===== src/rtl/axis_fifo_if.sv =====
// AXI4-Stream handshake bundle (tdata/tvalid/tready) used on both sides of axis_fifo.
`timescale 1ns/1ps
interface axis_fifo_if #(
  parameter int unsigned DATA_W = 8
);
  logic [DATA_W-1:0] tdata;
  logic              tvalid;
  logic              tready;

  modport master (
    output tdata,
    output tvalid,
    input  tready
  );

  modport slave (
    input  tdata,
    input  tvalid,
    output tready
  );
endinterface


===== src/rtl/axis_fifo.sv =====
// First-word-fall-through AXI4-Stream FIFO. Define AXIS_FIFO_COUNT_EN to add the count
// occupancy output; without it the port and its logic are absent.
`timescale 1ns/1ps
module axis_fifo #(
  parameter int unsigned DATA_W     = 8,
  parameter int unsigned DEPTH_LOG2 = 2
) (
  input  logic                clk,
  input  logic                resetn,
  axis_fifo_if.slave          s,
  axis_fifo_if.master         m
`ifdef AXIS_FIFO_COUNT_EN
  ,
  output logic [DEPTH_LOG2:0] count
`endif
);

  localparam int unsigned Depth = 2 ** DEPTH_LOG2;

  logic [DATA_W-1:0]   mem [Depth];
  logic [DEPTH_LOG2:0] wptr_q, wptr_d;
  logic [DEPTH_LOG2:0] rptr_q, rptr_d;
  logic                ready_q;
  logic                empty;
  logic                full;
  logic                s_ready;
  logic                wr_en;
  logic                rd_en;

  assign empty = (wptr_q == rptr_q);
  assign full  = (wptr_q[DEPTH_LOG2] != rptr_q[DEPTH_LOG2]) &&
                 (wptr_q[DEPTH_LOG2-1:0] == rptr_q[DEPTH_LOG2-1:0]);

  // ready_q keeps s_tready low in reset and until the first edge after release;
  // s_tready then depends only on registers, never on m_tready.
  assign s_ready  = ready_q & ~full;
  assign s.tready = s_ready;

  assign m.tvalid = ~empty;
  // Gate with empty so stale or uninitialised storage is never presented.
  assign m.tdata  = empty ? '0 : mem[rptr_q[DEPTH_LOG2-1:0]];

  assign wr_en = s.tvalid & s_ready;
  assign rd_en = ~empty & m.tready;

  always_comb begin
    wptr_d = wptr_q;
    rptr_d = rptr_q;
    if (wr_en) wptr_d = wptr_q + 1'b1;
    if (rd_en) rptr_d = rptr_q + 1'b1;
  end

  always_ff @(posedge clk or negedge resetn) begin
    if (!resetn) begin
      wptr_q  <= '0;
      rptr_q  <= '0;
      ready_q <= 1'b0;
    end else begin
      wptr_q  <= wptr_d;
      rptr_q  <= rptr_d;
      ready_q <= 1'b1;
    end
  end

  always_ff @(posedge clk) begin
    if (wr_en) mem[wptr_q[DEPTH_LOG2-1:0]] <= s.tdata;
  end

`ifdef AXIS_FIFO_COUNT_EN
  assign count = wptr_q - rptr_q;
`endif

endmodule


===== src/flat_wrapper.sv =====
// flat-port wrapper written by rule: the top's interface ports become plain ports
module axis_fifo_flat 
#(
  parameter int unsigned DATA_W     = 8,
  parameter int unsigned DEPTH_LOG2 = 2
)
  (clk, resetn, s_tdata, s_tvalid, s_tready, m_tdata, m_tvalid, m_tready);
  axis_fifo_if #(.DATA_W(DATA_W)) s_i ();
  axis_fifo_if #(.DATA_W(DATA_W)) m_i ();
  input  logic clk;
  input  logic resetn;
  input wire logic [$bits(s_i.tdata)-1:0] s_tdata;
  input wire logic [$bits(s_i.tvalid)-1:0] s_tvalid;
  output wire logic [$bits(s_i.tready)-1:0] s_tready;
  output wire logic [$bits(m_i.tdata)-1:0] m_tdata;
  output wire logic [$bits(m_i.tvalid)-1:0] m_tvalid;
  input wire logic [$bits(m_i.tready)-1:0] m_tready;
  assign s_i.tdata = s_tdata;
  assign s_i.tvalid = s_tvalid;
  assign s_tready = s_i.tready;
  assign m_tdata = m_i.tdata;
  assign m_tvalid = m_i.tvalid;
  assign m_i.tready = m_tready;
  axis_fifo #(.DATA_W(DATA_W), .DEPTH_LOG2(DEPTH_LOG2)) u_core (.clk(clk), .resetn(resetn), .s(s_i), .m(m_i));
endmodule

===== config.mk =====
export PLATFORM = sky130hd
export DESIGN_NAME = axis_fifo_flat
export DESIGN_NICKNAME = d
export VERILOG_FILES = /design/src/rtl/axis_fifo_if.sv /design/src/rtl/axis_fifo.sv /design/src/flat_wrapper.sv
export SDC_FILE = /design/constraint.sdc
export NUM_CORES = 1
export LEC_CHECK = 0
export ABC_CLOCK_PERIOD_IN_PS = 1490
export BUFFER_PORTS_ARGS = -buffer_cell sky130_fd_sc_hd__buf_2
export CAP_MARGIN = 15
export CELL_PAD_IN_SITES_DETAIL_PLACEMENT = 0
export CELL_PAD_IN_SITES_GLOBAL_PLACEMENT = 1
export CORE_UTILIZATION = 43
export CTS_CLUSTER_DIAMETER = 200
export DETAILED_ROUTE_END_ITERATION = 8
export PLACE_DENSITY = 0.84
export SETUP_SLACK_MARGIN = 0.05
export SKIP_CTS_REPAIR_TIMING = 1
export SLEW_MARGIN = 25
export SYNTH_ARGS = -nofsm -noshare
export SYNTH_HDL_FRONTEND = slang
export SYNTH_SLANG_ARGS = --single-unit
export TNS_END_PERCENT = 30

===== constraint.sdc =====
create_clock -name clk -period 1.49 [get_ports clk]
set_input_delay 0 -clock clk [delete_from_list [all_inputs] [get_ports clk]]
set_output_delay 0 -clock clk [all_outputs]
set_load 0.02 [all_outputs]

**After elaboration in Yosys (flattened, before gate mapping)**

Memories as Yosys holds them, arrays and structs flattened.
Cells that the tools add are included.

- Register bits: 7
- RAM bits: 32
- Input bits: 12
- Output and inout port bits: 10
- Word-level logic and storage cells: 18
- Memories kept: 1

Memory list:

| name | words | width | read ports | clocked after Yosys merged registers in | write ports | line | RTL |
|---|---|---|---|---|---|---|---|
| u_core.mem | 4 | 8 | 1 | 0 | 1 | axis_fifo.sv:20 | `logic [DATA_W-1:0] mem [Depth];` |

- Add/subtract/negate cells: 2
- Eq/ne operators: 3
- Mux-type cells: 3
- Bitwise gates (word level): 5
- Reductions and logical operators: 1

Operators with widths:

| kind | number |
|---|---|
| 2-to-1 mux 8 bit | 1 |
| adder 3 x 1 -> 3 bit (second input constant) | 2 |
| bitwise AND 1 bit | 3 |
| == test 3 bit | 1 |
| == test 2 bit | 1 |
| 2-to-1 mux 1 bit | 2 |
| NOT 1 bit | 2 |
| logical AND 1 bit | 1 |
| inequality test 1 bit | 1 |

**Depth between registers and ports, before layout**

- Depth in word-level cells: 7
- Mapped depth: 4
- Depth with buffers taken out: 4

**Worst setup path before layout**

Ideal clock, no wire load.

- Path kind: register -> register
- Start: register u_core.wptr_q[1]
- End: memory u_core.mem[3][0] (enable)
- Arrival: 1224 ps
- Setup slack: -112 ps
- Stages on the path, launching flop included: 4
- Buffers on the path: 0
- Cells stage by stage: dfrtp_1 > ha_1 > nand3_1 > a31oi_1

- Word-level cells in the longest chain between the ends: 7

RTL lines:

| item | line | RTL |
|---|---|---|
| start: declaration | axis_fifo.sv:21 | `logic [DEPTH_LOG2:0] wptr_q, wptr_d;` |
| start signal: assignment | axis_fifo.sv:59 | `wptr_q <= wptr_d;` |
| == test 2 bit | axis_fifo.sv:32 | `(wptr_q[DEPTH_LOG2-1:0] == rptr_q[DEPTH_LOG2-1:0]);` |
| logical AND 1 bit | axis_fifo.sv:31 | `assign full = (wptr_q[DEPTH_LOG2] != rptr_q[DEPTH_LOG2]) &&` |
| NOT 1 bit | axis_fifo.sv:36 | `assign s_ready = ready_q & ~full;` |
| bitwise AND 1 bit | axis_fifo.sv:36 |  |
| bitwise AND 1 bit | axis_fifo.sv:43 | `assign wr_en = s.tvalid & s_ready;` |
| 2-to-1 mux 1 bit | axis_fifo.sv:66 | `if (wr_en) mem[wptr_q[DEPTH_LOG2-1:0]] <= s.tdata;` |
| 2-to-1 mux 1 bit (implied by the code) | axis_fifo.sv:66 |  |
| end: declaration | axis_fifo.sv:20 |  |

Several ways; a longest one is shown, not always the timed one.

**Worst setup path after layout**

- Start: register u_core.rptr_q[0]
- End: output m_tdata[5]

- Word-level cells in the longest chain between the ends: 2

RTL lines:

| item | line | RTL |
|---|---|---|
| start: declaration | axis_fifo.sv:22 | `logic [DEPTH_LOG2:0] rptr_q, rptr_d;` |
| start signal: assignment | axis_fifo.sv:60 | `rptr_q <= rptr_d;` |
| memory (4 x 8 bit) / == test 3 bit (equally long branches) | - |  |
| 2-to-1 mux 8 bit (*) | axis_fifo.sv:41 | `assign m.tdata = empty ? '0 : mem[rptr_q[DEPTH_LOG2-1:0]];` |
| end: declaration | flat_wrapper.sv:15 | `output wire logic [$bits(m_i.tdata)-1:0] m_tdata;` |

Mark *: on every way between the ends. The rest lies on a longest branch, timed or not.

==> out/metrics.cfg <==
[pwr]
switchingPower_mw=2.04
clkPwrFrac_pct=15.0
power.leakage_nw=0.925
seqPwrFrac_pct=28.6
total_power_mw=5.60
p_int_mw=3.56
power_switching_share_pct=36.4
combPwrFrac_pct=56.4
powerDensity_mw_per_mm2=2310
peakVddDrop_uv=1150

[clock_tree]
cts_tree=built
clkTransAtPathRegs_ps=70
clock_latency_ps=280
cts_buffers=5
cts_max_level=2
cts_num_sinks=39
root_buffer=clkbuf_8
cts_buffer_depth=2

[placed_design]
dpl.cell_count=173
place_area_mm2=0.00201
dp_worst_setup_slack_ps=-17.8
io_buffers=21
dp.final_hpwl_mm=2.03
gp_congestion=0.789

[worst_hold_path]
worstHoldStart=m_tready
holdPathEnd=u_core.rptr_q[2]$_DFFE_PN0P_
hold_path_class=input pin to register
min_path_cells=3

[synthesis]
netlist_area_mm2=0.00171
synthTopCellsByArea=edfxtp_1, mux4_2, dfrtp_1
synth_nets=108
synth-seq-cells=39
synthCells=91
syn_area_per_cell_um2=18.7
yosys_warnings=0
ys_seq_area_share_pct=66.6
synth_top_area_share_pct=56.3
synth_top_area_cell=edfxtp_1
yosysUniqueCellTypes=26

[timing]
finClkSkew_ps=6.80
fin_ws_ps=-162
finalSetupViolations=44
finalMaxSlewViolations=0
finalCritPeriodShare_pct=111
finalCriticalPeriod_ps=1650
hold_viol_final=0
setup_tns_ps=-2550
fmax_mhz=605
rsz0062_at_grt=true

[layout]
area_delta_synth_final_pct=42.0
nFillCells=266
drive_above_1_share_pct=55.4
nets=164
final_cells=196
num_antenna_cells=0
final_area_mm2=0.00242

[global_routing]
grt_pass1_vias=990
gr-total-overflow=0
grt_pass1_wl_mm=4.79
grt_start_max_net_pins=14
antenna_found_initial=0
grt_usage_pct=15.8

[drt]
first_pass_iters=4
drt_iter0_drc=45
wire_per_inst_um=15.8
drcViolationCount=0
vias=949
antenna_left=0
wl_mm=3.09
avgViaCountPerCell=4.84

[floorplan]
ios=22
die_w_um=65.0
design.core.area_mm2=0.00374
chipHeight_um=65.0
rows=22
die-area_mm2=0.00422
start_util_pct=45.6

[outcome]
status=finished, violations left
violations=setup timing

[worst_setup_path]
path_class=register to output pin
worstReg2RegEnd=u_core.wptr_q[1]$_DFFE_PN0P_
path_max_fanout=5
worstPathRequired_ps=1490
setup.worst_path.end_class=output pin
reg2reg_depth=5
rrSetupSlack_ps=-60
startpoint_type=register
rr_startpoint=u_core.wptr_q[2]$_DFFE_PN0P_
critPathArrivalTime_ps=1650

[flow_run]
cap_viol_max_count=0

## sequential cells by signal (all words and copies together), names as in the netlist
name            flops
u_core.wptr_q       3
u_core.rptr_q       3
u_core.mem         32
u_core.ready_q      1
## metal layers
layer / vias to the layer above / GRT usage, % / part of all wire, %
li1: 457 / - / -
met4: 0 / 5.83 / 0.65
met5: - / 0 / 0
met1: 476 / 18.6 / 43
met2: 14 / 27.2 / 53
met3: 2 / 4.58 / 2.8
## worst max-delay path by stage
stage                                       startpoint  cells past startpoint  slack, ps                           end
final                     u_core.rptr_q[0]$_DFFE_PN0P_                      4       -160                    m_tdata[5]
after CTS                 u_core.rptr_q[2]$_DFFE_PN0P_                      6       -330                    m_tdata[2]
after detailed placement  u_core.rptr_q[1]$_DFFE_PN0P_                      3        -20  u_core.rptr_q[1]$_DFFE_PN0P_
after global routing      u_core.wptr_q[1]$_DFFE_PN0P_                      5       -260                    m_tdata[2]
after global placement    u_core.rptr_q[1]$_DFFE_PN0P_                      3         10  u_core.rptr_q[1]$_DFFE_PN0P_
after floorplan           u_core.rptr_q[0]$_DFFE_PN0P_                      4         -7  u_core.rptr_q[1]$_DFFE_PN0P_
## worst max-delay path, stage by stage, from the launching register on
cell,delay [ps]
dfrtp_2,440
buf_6,160
mux4_2,490
nor2b_1,140
buf_4,150
## synthesized netlist by cell type (all sizes together)
master  count
dfrtp       7
o311ai      1
o31ai       1
xnor2       5
mux2        2
and2        3
conb        1
mux4        8
nor4        1
ha          5
xor2        3
nor2b       8
a211o       1
nand2       1
inv         4
nor3        1
a31oi       3
edfxtp     32
a211oi      1
nand3       1
buf         2
## kinds of logic after synthesis
| family | count (synthesis) | share of synthesized area (%) |
|---|---|---|
| AO/OA/AOI/OAI | 7 | 4.18 |
| flip-flops | 39 | 66.6 |
| other | 1 | 0.220 |
| XOR/XNOR | 8 | 5.43 |
| multiplexers | 10 | 12.3 |
| adder cells (fa/ha/maj) | 5 | 3.67 |
| buffers and inverters | 6 | 1.98 |
| AND/OR/NAND/NOR | 15 | 5.58 |
## final cells by class
type,count,area [um2],area share (%)
clock buffers,5,68.8,2.84
clock inverters,3,43.8,1.81
inverters,4,15.0,0.620
multi-input cells,46,658,27.2
flip-flops and latches,39,1140,47.2
well taps,48,60.1,2.48
repair buffers,51,434,17.9
## placed cells by master (no fill, tap or decap), drive strengths merged, types with 3 or more instances in the layout
cell type,instances
inv,4
mux4,8
clkbuf,5
nor2b,8
a31oi,3
buf,42
and2,3
xor2,3
dfrtp,7
edfxtp,32
ha,5
dlygate4sd3,9
xnor2,5
## stage by stage
step	hold slack, ps	utilization [%]
detailed placement	-153	53.8
floorplan	-296	-
global route	73.6	64.7
finish	54.5	64.7
global placement	-158	53.8
CTS	-462	56.8
## power groups by stage
stage	Sequential, mW	Clock [mW]	Combinational [mW]
after floorplan	1.54	0	1.56
after global placement	1.57	0	2.26
after detailed placement	1.59	0	2.32
after CTS	1.56	0.866	2.34
after global routing	1.63	0.902	3.37
final	1.60	0.839	3.16
No activity file was read; power rests on OpenSTA's default activity.
